File: src/rtl/req_encoder4to2_if.sv
// Handshake/request bundle for req_encoder4to2: request lines and enable in,
// encoded code with valid/ready handshake, pending and overrun status out.
interface req_encoder4to2_if;
    logic       en;
    logic [3:0] y_n;
    logic       ready;
    logic [1:0] code;
    logic       valid;
    logic [3:0] pend;
    logic       overrun;

    modport master (
        output en, y_n, ready,
        input  code, valid, pend, overrun
    );

    modport slave (
        input  en, y_n, ready,
        output code, valid, pend, overrun
    );
endinterface

File: src/rtl/req_encoder4to2.sv
// Registered 4-to-2 request encoder: latches active-low request lines into pending
// bits and offers one binary index at a time on a valid/ready handshake.
module req_encoder4to2 #(
    parameter int unsigned EDGE_DET = 1,
    parameter int unsigned RR_MODE  = 0
) (
    input logic              clk,
    input logic              rst_n,
    req_encoder4to2_if.slave bus
);
    localparam logic [0:0] IDLE  = 1'b0;
    localparam logic [0:0] OFFER = 1'b1;

    logic [0:0] state_q, state_d;
    logic [3:0] y_n_q;
    logic [3:0] pend_q, pend_d;
    logic [1:0] code_q, code_d;
    logic [1:0] last_q, last_d;
    logic       overrun_q, overrun_d;

    logic [3:0] evt, cap, clr;
    logic [1:0] sel, idx;
    logic       found;
    logic       accept;

    assign accept = (state_q == OFFER) && bus.ready;

    always_comb begin
        evt = (EDGE_DET != 0) ? (y_n_q & ~bus.y_n) : ~bus.y_n;
        cap = evt & {4{~bus.en}};
        clr = '0;
        if (accept) clr[code_q] = 1'b1;
        // Set is ORed in after the clear so a same-cycle capture wins.
        pend_d    = (pend_q & ~clr) | cap;
        overrun_d = (EDGE_DET != 0) ? |(cap & pend_q & ~clr) : 1'b0;
    end

    // Round-robin search starts one past the last accepted line; i=4 wraps back to last.
    always_comb begin
        sel   = '0;
        idx   = '0;
        found = 1'b0;
        if (RR_MODE == 0) begin
            for (int unsigned i = 0; i < 4; i++)
                if (pend_q[i]) sel = 2'(i);
        end else begin
            for (int unsigned i = 1; i <= 4; i++) begin
                idx = last_q + 2'(i);
                if (!found && pend_q[idx]) begin
                    sel   = idx;
                    found = 1'b1;
                end
            end
        end
    end

    always_comb begin
        state_d = state_q;
        code_d  = code_q;
        last_d  = last_q;
        case (state_q)
            IDLE: begin
                if (pend_q != 4'b0000) begin
                    code_d  = sel;
                    state_d = OFFER;
                end
            end
            default: begin
                if (bus.ready) begin
                    last_d  = code_q;
                    state_d = IDLE;
                end
            end
        endcase
    end

    always_ff @(posedge clk or negedge rst_n) begin
        if (!rst_n) begin
            state_q   <= IDLE;
            y_n_q     <= 4'b1111;
            pend_q    <= '0;
            code_q    <= '0;
            last_q    <= 2'b11;
            overrun_q <= 1'b0;
        end else begin
            state_q   <= state_d;
            y_n_q     <= bus.y_n;
            pend_q    <= pend_d;
            code_q    <= code_d;
            last_q    <= last_d;
            overrun_q <= overrun_d;
        end
    end

    assign bus.code    = code_q;
    assign bus.valid   = (state_q == OFFER);
    assign bus.pend    = pend_q;
    assign bus.overrun = overrun_q;
endmodule

File: src/flat_wrapper.sv
// flat-port wrapper written by rule: the top's interface ports become plain ports
module req_encoder4to2_flat 
#(
    parameter int unsigned EDGE_DET = 1,
    parameter int unsigned RR_MODE  = 0
)
  (clk, rst_n, bus_en, bus_y_n, bus_ready, bus_code, bus_valid, bus_pend, bus_overrun);
  req_encoder4to2_if bus_i ();
  input logic clk;
  input logic rst_n;
  input wire logic [$bits(bus_i.en)-1:0] bus_en;
  input wire logic [$bits(bus_i.y_n)-1:0] bus_y_n;
  input wire logic [$bits(bus_i.ready)-1:0] bus_ready;
  output wire logic [$bits(bus_i.code)-1:0] bus_code;
  output wire logic [$bits(bus_i.valid)-1:0] bus_valid;
  output wire logic [$bits(bus_i.pend)-1:0] bus_pend;
  output wire logic [$bits(bus_i.overrun)-1:0] bus_overrun;
  assign bus_i.en = bus_en;
  assign bus_i.y_n = bus_y_n;
  assign bus_i.ready = bus_ready;
  assign bus_code = bus_i.code;
  assign bus_valid = bus_i.valid;
  assign bus_pend = bus_i.pend;
  assign bus_overrun = bus_i.overrun;
  req_encoder4to2 #(.EDGE_DET(EDGE_DET), .RR_MODE(RR_MODE)) u_core (.clk(clk), .rst_n(rst_n), .bus(bus_i));
endmodule
File: config.mk
export PLATFORM = sky130hd
export DESIGN_NAME = req_encoder4to2_flat
export DESIGN_NICKNAME = d
export VERILOG_FILES = /design/src/rtl/req_encoder4to2_if.sv /design/src/rtl/req_encoder4to2.sv /design/src/flat_wrapper.sv
export SDC_FILE = /design/constraint.sdc
export NUM_CORES = 1
export LEC_CHECK = 0
export ABC_CLOCK_PERIOD_IN_PS = 1000
export CAP_MARGIN = 20
export CORE_UTILIZATION = 39
export DETAILED_ROUTE_END_ITERATION = 10
export PLACE_DENSITY = 0.79
export SLEW_MARGIN = 5
export SYNTH_ARGS = -nofsm -noshare
export SYNTH_HDL_FRONTEND = slang
export SYNTH_SLANG_ARGS = --single-unit
File: constraint.sdc
create_clock -name clk -period 1 [get_ports clk]
set_input_delay 0.3 -clock clk [delete_from_list [all_inputs] [get_ports clk]]
set_output_delay 0.3 -clock clk [all_outputs]
set_load 0.005 [all_outputs]
==> results of run 1 <==
[cells in the mapped netlist]
| cell | count | area (µm²) |
|---|---|---|
| and4bb_1 | 1 | 12.51 |
| nor2_1 | 6 | 22.52 |
| a22oi_1 | 1 | 7.510 |
| nand4bb_1 | 1 | 11.26 |
| and4bb_4 | 3 | 48.80 |
| nand3_1 | 1 | 5.000 |
| o21ai_0 | 7 | 35.03 |
| inv_1 | 1 | 3.750 |
| nor3_1 | 2 | 10.01 |
| dfstp_2 | 4 | 105.1 |
| o22ai_1 | 1 | 6.260 |
| dfrtp_1 | 8 | 200.2 |
| buf_2 | 1 | 5.000 |
| nand4b_1 | 1 | 8.760 |
| nand2b_1 | 2 | 12.51 |
| a22o_1 | 2 | 17.52 |
| a21oi_1 | 3 | 15.01 |
| nand4_1 | 1 | 6.260 |
| nand2_1 | 1 | 3.750 |
[state kept, by name, indices dropped and copies added (netlist names)]
register            cells
u_core.y_n_q            4
u_core.bus.overrun      1
u_core.bus.code         2
u_core.bus.valid        1
u_core.bus.pend         4
[power groups by stage]
stage | sequential, mW | clock (mW) | combinational, mW
2_1_floorplan | 0.804 | 0 | 0.234
4_1_cts | 0.706 | 0.397 | 0.849
6_report | 0.708 | 0.379 | 0.871
3_5_place_dp | 0.716 | 0 | 0.932
5_1_grt | 0.725 | 0.417 | 0.959
3_3_place_gp | 0.709 | 0 | 0.907
[repair_timing]
| item | CTS | global route |
|---|---|---|
| buffers inserted | 1 | 0 |
| gates resized for setup | 35 | 5 |
| setup endpoints to repair | 13 | 13 |
| pin swaps | 4 | 3 |
[worst min path at each step]
stage	start	slack (ps)	end	cells past startpoint
after global routing	rst_n	340	u_core.bus.code[0]$_DFFE_PN0P_	2
final	rst_n	350	u_core.bus.overrun$_DFF_PN0_	2
after floorplan	rst_n	4	u_core.bus.code[0]$_DFFE_PN0P_	0
after detailed placement	u_core.y_n_q[1]$_DFF_PN1_	530	u_core.bus.pend[1]$_DFF_PN0_	2
after global placement	u_core.y_n_q[1]$_DFF_PN1_	520	u_core.bus.pend[1]$_DFF_PN0_	2
after CTS	rst_n	340	u_core.bus.code[1]$_DFFE_PN0P_	2
[placed cells by master (no fill, tap or decap)]
cell type	n
o21ai_1	2
buf_12	1
buf_2	7
inv_1	1
nand3_1	1
and4bb_4	3
buf_4	10
a21oi_1	2
a22oi_1	1
nand4b_1	1
dlygate4sd2_1	2
clkbuf_4	3
dfrtp_1	8
nand2b_1	2
dfstp_2	4
clkbuf_2	1
clkbuf_8	1
o21ai_0	5
nor2_1	6
nor3_1	2
buf_6	3
a21oi_2	1
clkdlybuf4s50_1	5
nand2_2	1
o22ai_1	1
nand4_1	1
and4bb_1	1
a22o_1	2
nand4bb_1	1
[per-stage QoR]
stage | power [mW] | instance area, µm² | hold WS (ps) | setup WS [ps]
global route | 2.102 | 829.5 | 341.5 | -232.3
finish | 1.958 | 829.5 | 352.5 | -164.3
detailed placement | 1.647 | 810.8 | 528.0 | -557.3
global placement | 1.616 | 810.8 | 517.6 | -458.6
CTS | 1.952 | 824.5 | 344.1 | -196.3
floorplan | 1.038 | 536.8 | 4.409 | 8.713
[worst register-to-register path, stage by stage, from the launching register on]
cell and delay [ps]:
dfrtp_1 390, buf_6 130, nand4b_1 230, a21oi_2 190
o22ai_1 100
[layout make-up]
class / count / area [µm²]
clock buffers: 4 / 36.28
fillers: 120 / 455.4
inverters: 1 / 3.754
multi-input cells: 33 / 229.0
flip-flops and latches: 12 / 305.3
well taps: 15 / 18.77
repair buffers: 29 / 236.5
[per-layer routing]
layer  up-vias  part of all wire [%]
li1        240                     -
met1       232                    43
met2        19                    50
met3         2                   5.1
met4         0                   1.6
met5         -                     0
[cells by family (layout without fill, tap and decap cells)]
| group | after synthesis | in the layout | share of synthesized area (%) |
|---|---|---|---|
| compound gates | 14 | 14 | 15.15 |
| simple gates | 19 | 19 | 26.34 |
| buf+inv | 2 | 34 | 1.630 |
| flops | 12 | 12 | 56.88 |
==> metrics.csv, run 1 <==
metric,value,unit
status,"complete, but fails checks",
failing checks,"design-rule violations, negative setup slack",
R2R setup slack,-160,ps
largest fanout on the critical path,2,
die height,39.10,µm
via count,493,
reg2reg end,u_core.bus.overrun$_DFF_PN0_,
final worst-path cycle share,116.4,%
DR iter-0 viols,12,
CORE AREA,1285,µm²
Synth Warn #,0,
Critical Path RT,1150,ps
GR Util met1,26.55,%
minimum clock period,1164,ps
CTS root buffer,clkbuf_4,
Slew @ Worst Pin,217.7,ps
remaining global-route overflow,0,
Seq pwr share,36.1,%
post-route ant nets,0,
routing usage on met3,3.468,%
CP max stage delay,480,ps
final RePlAce weighted congestion,0.7361,
R2R depth,4,
final worst setup slack,-164.3,ps
initial antenna violation count,0,
Synth-to-Final Area Change,54.55,%
H-tree levels,1,
first-pass GRT wire length,2042,µm
Worst Setup EP,u_core.bus.overrun$_DFF_PN0_,
num rows,13,
DP HPWL,939.5,µm
Critical Path Source Type,primary input,
Max IR drop VDD,1050,µV
met2 Resource Use GR,33.33,%
post-synthesis sequential area ratio,56.88,%
total stage count of the critical path,4,
later-pin clock latency in the skew report,270,ps
unrepaired setup endpoints after global routing,yes,
Crit-path slowest cell,clkdlybuf4s50_1,
final hold vios,0,
Final Slew Violations,0,
Syn Std Cell Area,536.8,µm²
# setup viols final,11,
diodes inserted,0,
cells after synthesis,47,
sw frac,31.97,%
CTS tree,built,
Finished Layout Cells,94,
GRT Total Usage,21.48,%
nets@finish,88,
Layout Utilization,64.56,%
residual DRC count,2,
Initial Util,41.77,%
placed insts,89,
sum of negative setup slack,-998.5,ps
syn_nets,55,
Die X,39.10,µm
WL final,1330,µm
worst setup path startpoint,bus_y_n[0],
Max Root-Sink Buffers,2,
Cell variety after synth,19,
"flops & latches, synth",12,
Vias/cell,5.245,
Worst setup EP type,flop,
Leakage,0.3644,nW
Int Power,1.332,mW
proportion of layout cells with a drive suffix above 1,44.30,%
FMAX,858.9,MHz
clock sinks,12,
worst min-delay path category,primary input to async pin,
Avg Inst Size Synth,11.42,µm²
CP Cell Sequence,"clkdlybuf4s50_1, and4bb_4, nor3_1, o22ai_1",
Setup CP Type,primary input to flop,
Die ar.,1529,µm²
Slew HR,85.37,%
port bufs,15,
grt peak-use layer,met2,
maxcap violations,0,
reg2reg start,u_core.bus.code[0]$_DFFE_PN0P_,
post-DR wirelength/cell,14.15,µm
"Largest delay share family, worst path",buffers and inverters,
critical path arrival,1310,ps
# hold bufs at CTS,0,
Worst Skew,1.331,ps
WP buf/inv,1,
Logic pwr share,44.5,%
vias in the first global route,431,
IO Pins,16,
Net Switching,0.6261,mW
"CTS clk-pin slew, worst paths",70,ps
Clock power frac,19.4,%
PD cells,2361,nW/µm²
largest net degree at the start of global routing,13,
Initial DRT Pass Iterations,7,
CTS buffer count,3,
Note: power is estimated with default switching activity, not from simulation.
==> inputs of run 2 (changes only) <==
--- a/config.mk
+++ b/config.mk
@@ -10,7 +10,7 @@
 export CORE_UTILIZATION = 39
 export DETAILED_ROUTE_END_ITERATION = 10
 export PLACE_DENSITY = 0.79
-export SLEW_MARGIN = 5
+export SLEW_MARGIN = 20
 export SYNTH_ARGS = -nofsm -noshare
 export SYNTH_HDL_FRONTEND = slang
 export SYNTH_SLANG_ARGS = --single-unit
==> results of run 2 <==
Same layout as run 1: the final DEF is identical, and so are final timing and power.
